==> src/rtl/addsub_pkg.sv <==
// Shared types and constants for the nibble-serial add/subtract unit.
// Latency: n/a (declarations only).
// Backpressure: n/a.
package addsub_pkg;

  typedef enum logic [1:0] {
    IDLE = 2'd0,
    RUN  = 2'd1,
    DONE = 2'd2
  } state_t;

  localparam logic OP_ADD = 1'b0;
  localparam logic OP_SUB = 1'b1;

  // Bits handled per slice cycle.
  localparam int NIB_W = 4;

endpackage

==> src/rtl/addsub_nib_slice.sv <==
// 4-bit ripple adder slice: s4/co = a4 + b4 + ci.
// Latency: combinational.
// Backpressure: none (pure datapath).
module addsub_nib_slice
  import addsub_pkg::*;
(
  input  logic [NIB_W-1:0] a4,
  input  logic [NIB_W-1:0] b4,
  input  logic             ci,
  output logic [NIB_W-1:0] s4,
  output logic             co
);

  logic [NIB_W:0] sum;

  // Widen by one bit so the carry out falls into the MSB.
  always_comb begin
    sum = {1'b0, a4} + {1'b0, b4} + {{NIB_W{1'b0}}, ci};
    s4  = sum[NIB_W-1:0];
    co  = sum[NIB_W];
  end

endmodule

==> src/rtl/addsub_nibble_seq.sv <==
// Nibble-serial WIDTH-bit add/subtract, LSB nibble first, through one 4-bit slice.
// Latency: accept at edge k -> out_valid after edge k+NIB; one op per NIB+2 cycles.
// Backpressure: in_ready only in IDLE; result/flags hold in DONE until out_ready.
// Optional: define ADDSUB_SAT_EN to clamp the result to the signed limit on overflow.
module addsub_nibble_seq
  import addsub_pkg::*;
#(
  parameter int WIDTH = 16
) (
  input  logic             clk,
  input  logic             rst,
  input  logic             in_valid,
  output logic             in_ready,
  input  logic             op_sub,
  input  logic [WIDTH-1:0] a,
  input  logic [WIDTH-1:0] b,
  output logic             out_valid,
  input  logic             out_ready,
  output logic [WIDTH-1:0] result,
  output logic             cout,
  output logic             overflow,
  output logic             zero
);

  localparam int NIB   = WIDTH / NIB_W;
  localparam int IDX_W = (NIB > 1) ? $clog2(NIB) : 1;
  localparam logic [IDX_W-1:0] LAST_IDX = IDX_W'(NIB - 1);

  generate
    if ((WIDTH % NIB_W) != 0 || WIDTH < NIB_W) begin : g_bad_width
      $error("addsub_nibble_seq: WIDTH must be a multiple of 4 and >= 4");
    end
  endgenerate

  state_t             state_q, state_d;
  logic [WIDTH-1:0]   a_q;
  logic [WIDTH-1:0]   b_q;      // b, or ~b for subtract
  logic               carry_q;
  logic [IDX_W-1:0]   idx_q;

  logic [NIB_W-1:0]   nib_a, nib_b, nib_s;
  logic               nib_co;
  logic               last_nib;
  logic               ovf_next;
  logic [WIDTH-1:0]   raw_final;
  logic [WIDTH-1:0]   final_res;

  assign nib_a    = a_q[{idx_q, 2'b00} +: NIB_W];
  assign nib_b    = b_q[{idx_q, 2'b00} +: NIB_W];
  assign last_nib = (state_q == RUN) && (idx_q == LAST_IDX);

  addsub_nib_slice u_slice (
    .a4 (nib_a),
    .b4 (nib_b),
    .ci (carry_q),
    .s4 (nib_s),
    .co (nib_co)
  );

  // Assemble the full result as it will look after the final nibble, plus overflow/clamp.
  always_comb begin
    raw_final = result;
    raw_final[{idx_q, 2'b00} +: NIB_W] = nib_s;
    ovf_next  = (a_q[WIDTH-1] == b_q[WIDTH-1]) && (nib_s[NIB_W-1] != a_q[WIDTH-1]);
`ifdef ADDSUB_SAT_EN
    // Both operands share a_q's sign on overflow, so it picks the limit.
    final_res = ovf_next ? {a_q[WIDTH-1], {(WIDTH-1){~a_q[WIDTH-1]}}} : raw_final;
`else
    final_res = raw_final;
`endif
  end

  // State register.
  always_ff @(posedge clk or posedge rst) begin
    if (rst) state_q <= IDLE;
    else     state_q <= state_d;
  end

  // Next-state and handshake outputs.
  always_comb begin
    state_d   = state_q;
    in_ready  = 1'b0;
    out_valid = 1'b0;
    case (state_q)
      IDLE: begin
        in_ready = 1'b1;
        if (in_valid) state_d = RUN;
      end
      RUN: begin
        if (idx_q == LAST_IDX) state_d = DONE;
      end
      DONE: begin
        out_valid = 1'b1;
        if (out_ready) state_d = IDLE;
      end
      default: state_d = IDLE;
    endcase
  end

  // Operand capture, nibble stepping and result/flag registers.
  always_ff @(posedge clk or posedge rst) begin
    if (rst) begin
      a_q      <= '0;
      b_q      <= '0;
      carry_q  <= 1'b0;
      idx_q    <= '0;
      result   <= '0;
      cout     <= 1'b0;
      overflow <= 1'b0;
      zero     <= 1'b0;
    end else begin
      if (state_q == IDLE && in_valid) begin
        a_q     <= a;
        b_q     <= (op_sub == OP_SUB) ? ~b : b;
        carry_q <= (op_sub == OP_ADD) ? 1'b0 : 1'b1;
        idx_q   <= '0;
      end else if (state_q == RUN) begin
        carry_q <= nib_co;
        idx_q   <= idx_q + IDX_W'(1);
        if (last_nib) begin
          result   <= final_res;
          cout     <= nib_co;
          overflow <= ovf_next;
          zero     <= (final_res == '0);
        end else begin
          result[{idx_q, 2'b00} +: NIB_W] <= nib_s;
        end
      end
    end
  end

endmodule

==> config.mk <==
export PLATFORM = sky130hd
export DESIGN_NAME = addsub_nibble_seq
export DESIGN_NICKNAME = d
export VERILOG_FILES = /design/src/rtl/addsub_pkg.sv /design/src/rtl/addsub_nib_slice.sv /design/src/rtl/addsub_nibble_seq.sv
export SDC_FILE = /design/constraint.sdc
export NUM_CORES = 1
export LEC_CHECK = 0
export BUFFER_PORTS_ARGS = -buffer_cell sky130_fd_sc_hd__buf_2
export CAP_MARGIN = 10
export CORE_MARGIN = 10
export CORE_UTILIZATION = 41
export CTS_CLUSTER_SIZE = 16
export DETAILED_ROUTE_END_ITERATION = 10
export MAX_ROUTING_LAYER = met4
export PLACE_DENSITY = 0.63
export SYNTH_ARGS = -nofsm -noshare
export SYNTH_HDL_FRONTEND = slang
export SYNTH_HIERARCHICAL = 1
export SYNTH_SLANG_ARGS = --single-unit
==> constraint.sdc <==
create_clock -name clk -period 4.6 [get_ports clk]
set_clock_uncertainty 0.15 [all_clocks]
set_input_delay 0.23 -clock clk [delete_from_list [all_inputs] [get_ports clk]]
set_output_delay 0.23 -clock clk [all_outputs]
set_load 0.01 [all_outputs]
==> metrics.md, run 1 <==
| Metric | Value |
|---|---|
| Placed cell area | `roughly 3200 µm²` |
| Worst path max stage delay | `roughly 840 ps` |
| Syn avg cell area | `10.2 µm²` |
| Largest net degree at the start of global routing | `57` |
| Die width | `103 µm` |
| Critical Path, Cell by Cell | `mux4_2, fa_1, a21o_1, a21oi_2, xnor2_1, a41oi_1, o31a_1, a41o_1` |
| Worst reg2reg endpoint | `zero$_DFFE_PP0P_` |
| Area grow syn2layout | `21.2%` |
| Average routed wire per standard cell | `15.3 µm` |
| First-pass GRT wire length | `11.3 mm` |
| Layout net count | `394` |
| Reg area | `around 1400 µm²` |
| # hold bufs at CTS | `18` |
| Async SR Flop Fraction | `100%` |
| Hold Worst Slack | `40.7 ps` |
| Sequential fraction of the synthesis area | `49.3%` |
| Commonest cells after routing, fill and taps aside | `nand2_1, buf_2, dfrtp_1` |
| Status | `finished clean` |
| CP max stage cell | `dfrtp_1` |
| Required @ worst endpoint | `between 4000 and 5000 ps` |
| Clock buffer count from CTS | `5` |
| Slew HR | `49.7%` |
| Min-Delay Path Class | `in2reg` |
| Most common cell after layout, fill and taps aside | `nand2_1` |
| Path length in cells of the critical path | `8` |
| Yosys Warn Count | `6` |
| Fmax achieved | `between 200 and 300 MHz` |
| Crit Path Class | `reg2reg` |
| Die Footprint | `10700 µm²` |
| Worst Setup Start Kind | `flip-flop` |
| Post-synthesis sequential element count | `56` |
| Synth cell types | `38` |
| N_diodes | `0` |
| RSZ-0062 raised after global routing | `no` |
| Clock transition at path regs | `100 ps` |
| Max-slew violations | `0` |
| Setup slack, reg-to-reg | `1020 ps` |
| Clk sinks | `56` |
| Hpwl dp | `4.75 mm` |
| Power per Cell Area | `706 nW/µm²` |
| Vias/cell | `slightly above 5` |
| Starting Density | `around 42%` |
| Fillers | `638` |
| Congestion Overflow GR | `0` |
| Worst setup startpoint | `idx_q[0]$_DFFE_PP0P_` |
| Number of synthesized flops with an enable pin | `0` |
| Final ANT Viol Nets | `0` |
| Post-CTS Resized | `0` |
| Core area | `just under 7000 µm²` |
| Crit Path Max Fanout | `19` |
| Post-Layout Inst Area | `3450 µm²` |
| CTS root buf | `clkbuf_8` |
| Final RePlAce weighted congestion | `0.893` |
| Total global-route track usage | `13.7%` |
| Share of cells above drive strength 1 | `22.8%` |
| Leak Pwr | `1.72 nW` |
| Fin crit share | `roughly 80%` |
| Critical Path End Type | `flip-flop` |
| TritonRoute pass-1 iters | `4` |
| Die height | `103 µm` |
| Number of global-route vias before repair | `2308` |
| Cells after synthesis | `278` |
| Setup bufs post-CTS | `0` |
| Worst-skew pair later-pin latency | `310 ps` |
| Initial antenna violation count | `0` |
| Multi-input gate area | `1340 µm²` |
| CP top delay family | `compound AO/OA/AOI/OAI gates` |
| Buf/Inv on CP | `0` |
| Post-route setup TNS | `0 ps` |
| Worst Tran Pin Value | `755 ps` |
| # DRC | `0` |
| # H-tree levels | `2` |
| Final WL | `6.53 mm` |
| Critical R2R Launch | `idx_q[0]$_DFFE_PP0P_` |
| Cell Area, Synth | `~2800 µm²` |
| Via count | `2154` |
| VDD IR max | `0.371 mV` |
| I/O pin cnt | `58` |
| Min-delay src | `b[4]` |
| Detailed Route Iter0 Violations | `141` |
| Synth Net Count | `326` |
| CTS tree | `done` |
| Fin crit period | `between 3000 and 4000 ps` |
| Top FF cell, synth | `dfrtp_1` |
| CTS max path bufs | `2` |
| Port Buf Inserts | `57` |
| Row Count | `30` |
| Final Hold Viols | `0` |
| Max-cap violations | `0` |
| Setup crit end | `zero$_DFFE_PP0P_` |
| WP data arrival | `about 3600 ps` |
| Setup violators final | `0` |
| Reg2Reg Depth | `8` |
[layout make-up]
class,instances,area share (%)
Sequential cell,56,40.7
Multi-Input combinational cell,197,38.8
Timing Repair Buffer,77,13.9
Tap cell,80,2.90
Clock buffer,6,2.40
Inverter,9,0.980
Clock inverter,2,0.290
[registers in the layout (all words and copies together) (netlist names)]
register	cells
cout	1
a_q	16
result	16
state_q	2
overflow	1
idx_q	2
carry_q	1
b_q	16
zero	1
[how the worst min path moves through the flow]
stage,depth (start not counted),end,slack [ps]
6_report,3,b_q[4]$_DFFE_PP0P_,40
5_1_grt,3,b_q[3]$_DFFE_PP0P_,50
4_1_cts,3,b_q[5]$_DFFE_PP0P_,30
3_5_place_dp,3,a_q[14]$_DFFE_PP0P_,270
3_3_place_gp,3,a_q[9]$_DFFE_PP0P_,270
2_1_floorplan,2,a_q[0]$_DFFE_PP0P_,190
[through the flow]
step	power [mW]	instances	util, %	worst slack, ps
global placement	2.14	401	47.0	1060
detailed placement	2.17	401	47.0	982
floorplan	1.81	278	-	1270
finish	2.43	427	51.0	1020
CTS	2.47	427	51.0	967
global route	2.68	427	51.0	769
[synthesized netlist by cell type (3+ instances only)]
master	n	share of area [%]
a22o_1	14	4.3
and3_1	3	0.66
buf_2	8	1.4
clkbuf_1	8	1.1
dfrtp_1	56	49
ha_1	9	4.0
inv_1	9	1.2
mux4_2	8	6.3
nand2_1	76	10
nand2b_1	3	0.66
nand3_1	3	0.53
nor2_1	6	0.79
nor2b_1	4	0.88
nor4_1	3	0.66
o21ai_0	24	4.2
xnor2_1	18	5.5
[worst register-to-register path: cells and delay by family, from the launching register on]
kind | cells | cell delay [ps]
adder cells (fa/ha/maj) | 1 | 450
AO/OA/AOI/OAI | 5 | 1070
multiplexers | 1 | 620
XOR/XNOR | 1 | 360
flip-flops | 1 | 840
[where the power goes]
part / switching [mW] / internal, mW / total [mW]
Combinational: 0.763 / 0.527 / 1.29
Clock: 0.158 / 0.121 / 0.278
Sequential: 0.171 / 0.695 / 0.865
Total: 1.09 / 1.34 / 2.43
[routing by layer]
metal,wire [µm],vias to the layer above,part of all wire (%),GRT usage [%]
li1,-,1091,-,-
met1,3050,1002,47,16.9
met2,3150,54,48,22.4
met3,265,7,4.1,2.92
met4,59,0,0.90,3.64
met5,0,-,0,-
[cell families after synthesis]
group | after synthesis | synth area share [%]
compound gates | 52 | 12.5
flops | 56 | 49.3
simple gates | 107 | 17.0
mux | 9 | 6.73
fa+ha+maj | 11 | 5.37
buf+inv | 25 | 3.65
xor+xnor | 18 | 5.54
No activity file was read; power rests on OpenSTA's default activity.
==> inputs of run 2 (changes only) <==
clock period = 3.7 ns   (was 4.6 ns; I/O delays follow)
==> metrics.md, run 2 (same netlist as run 1, synthesis figures left out) <==
| Metric | Value |
|---|---|
| Commonest cells after routing, fill and taps aside | `nand2_1, buf_2, dfrtp_1` |
| Clock transition at path regs | `100 ps` |
| Multi-input gate area | `1340 µm²` |
| Fin crit share | `approximately nine tenths` |
| Non-Filler Instances | `432` |
| Die height | `103 µm` |
| Final Hold Viols | `0` |
| Slew HR | `44.3%` |
| Buf/Inv on CP | `1` |
| Crit Path Class | `reg2reg` |
| Placed cell count | `403` |
| Core area | `6760 µm²` |
| # H-tree levels | `2` |
| Row Count | `30` |
| CP max stage cell | `xnor2_1` |
| Worst Setup Start Kind | `flip-flop` |
| Total global-route track usage | `13.5%` |
| Final ANT Viol Nets | `0` |
| Via count | `2160` |
| Biggest regs | `a_q: 16 flops, b_q: 16 flops, result: 16 flops` |
| Power per Cell Area | `891 nW/µm²` |
| Worst Tran Pin Value | `829 ps` |
| Final RePlAce weighted congestion | `0.900` |
| Final WL | `approximately 6.5 mm` |
| Status | `finished clean` |
| Clk sinks | `56` |
| Max-cap violations | `0` |
| Average routed wire per standard cell | `15.1 µm` |
| Layout net count | `399` |
| Fmax achieved | `296 MHz` |
| CP top delay family | `compound AO/OA/AOI/OAI gates` |
| CTS max path bufs | `2` |
| I/O pin cnt | `58` |
| Number of global-route vias before repair | `2332` |
| Largest net degree at the start of global routing | `53` |
| RSZ-0062 raised after global routing | `no` |
| Setup violators final | `0` |
| Area grow syn2layout | `23.3%` |
| N_diodes | `0` |
| Clock buffer count from CTS | `5` |
| # DRC | `0` |
| Fillers | `between 600 and 700` |
| Die width | `103 µm` |
| WP data arrival | `3440 ps` |
| Crit Path Max Fanout | `12` |
| Min-Delay Path Class | `in2reg` |
| Initial antenna violation count | `0` |
| CTS tree | `done` |
| VDD IR max | `0.528 mV` |
| Post-route setup TNS | `0 ps` |
| Worst path max stage delay | `between 600 and 700 ps` |
| Starting Density | `42.1%` |
| Detailed Route Iter0 Violations | `between 80 and 90` |
| Worst-skew pair later-pin latency | `310 ps` |
| First-pass GRT wire length | `11.3 mm` |
| Required @ worst endpoint | `3760 ps` |
| Leak Pwr | `1.75 nW` |
| CTS root buf | `clkbuf_8` |
| Critical Path, Cell by Cell | `buf_4, mux4_2, ha_1, xnor2_1, a41oi_1, o31a_1, a41o_1` |
| Hpwl dp | `~4.8 mm` |
| TritonRoute pass-1 iters | `4` |
| Most common cell after layout, fill and taps aside | `nand2_1` |
| Vias/cell | `5.00` |
| Reg area | `~1400 µm²` |
| Setup bufs post-CTS | `0` |
| Port Buf Inserts | `57` |
| Share of cells above drive strength 1 | `between 20 and 25%` |
| Congestion Overflow GR | `0` |
| Critical Path End Type | `flip-flop` |
| Max-slew violations | `0` |
| Die Footprint | `10700 µm²` |
| Fin crit period | `3380 ps` |
## run 2: cell count changes in the layout (fill, tap and decap cells not counted)
| cell | previous run | this run |
|---|---|---|
| clkinv_2 | 2 | 1 |
| bufinv_16 | 0 | 1 |
| dlygate4sd3_1 | 18 | 21 |
| buf_4 | 2 | 4 |
| clkbuf_8 | 6 | 5 |
| clkbuf_1 | 0 | 1 |
## run 2: report_power, final
| group | leakage, nW | internal, mW | switching (mW) |
|---|---|---|---|
| Clock | 0.0552 | 0.201 | 0.197 |
| Combinational | 0.978 | 0.667 | 1.01 |
| Sequential | 0.718 | 0.864 | 0.184 |
## run 2: worst paths after layout
| check | slack [ps] | depth (start not counted) | from | endpoint |
|---|---|---|---|---|
| hold / removal | 6 | 3 | b[4] | b_q[4]$_DFFE_PP0P_ |
| hold reg to reg | 340 | 2 | b_q[0]$_DFFE_PP0P_ | b_q[0]$_DFFE_PP0P_ |
| setup reg to reg | 320 | 7 | idx_q[0]$_DFFE_PP0P_ | zero$_DFFE_PP0P_ |
| min in group asynchronous | 290 | 3 | rst | state_q[1]$_DFFE_PP0P_ |
| max in group asynchronous | 2320 | 4 | rst | idx_q[0]$_DFFE_PP0P_ |
| setup / recovery | 320 | 7 | idx_q[0]$_DFFE_PP0P_ | zero$_DFFE_PP0P_ |
## run 2: what timing repair did
action / CTS / global route
hold endpoints to repair: 43 / 0
resized for setup: 0 / 0
hold buffers: 21 / 0
## run 2: cell type report
type                       instances  area share, %
sequential                        56           40.0
multi-input combinational        197           38.2
timing repair buffer              82           15.0
tap                               80           2.85
clock buffer                       6           2.07
clock inverter                     2          0.999
inverter                           9          0.963
## run 2: layer usage
metal / part of all wire [%] / vias to the layer above / GRT usage [%]
met3: 4.5 / 7 / 2.92
met1: 48 / 1008 / 17.4
met4: 0.90 / 0 / 3.32
li1: - / 1095 / -
met5: 0 / - / -
met2: 47 / 50 / 21.5
## run 2: worst register-to-register path, cell delays in order, from the launching register on
cell     delay [ps]
dfrtp_1         610
buf_4           270
mux4_2          510
ha_1            310
xnor2_1         680
a41oi_1         220
o31a_1          330
a41o_1          200
## run 2: through the flow
stage	worst slack, ps	area [µm²]	utilization [%]	hold WS, ps	total power [mW]
5_1_grt	113	3510	51.9	5.92	3.42
3_5_place_dp	295	3190	47.2	97.0	2.74
3_3_place_gp	392	3190	47.2	90.1	2.70
2_1_floorplan	367	2840	-	140	2.25
4_1_cts	280	3510	51.9	0.301	3.16
6_report	316	3510	51.9	5.83	3.12
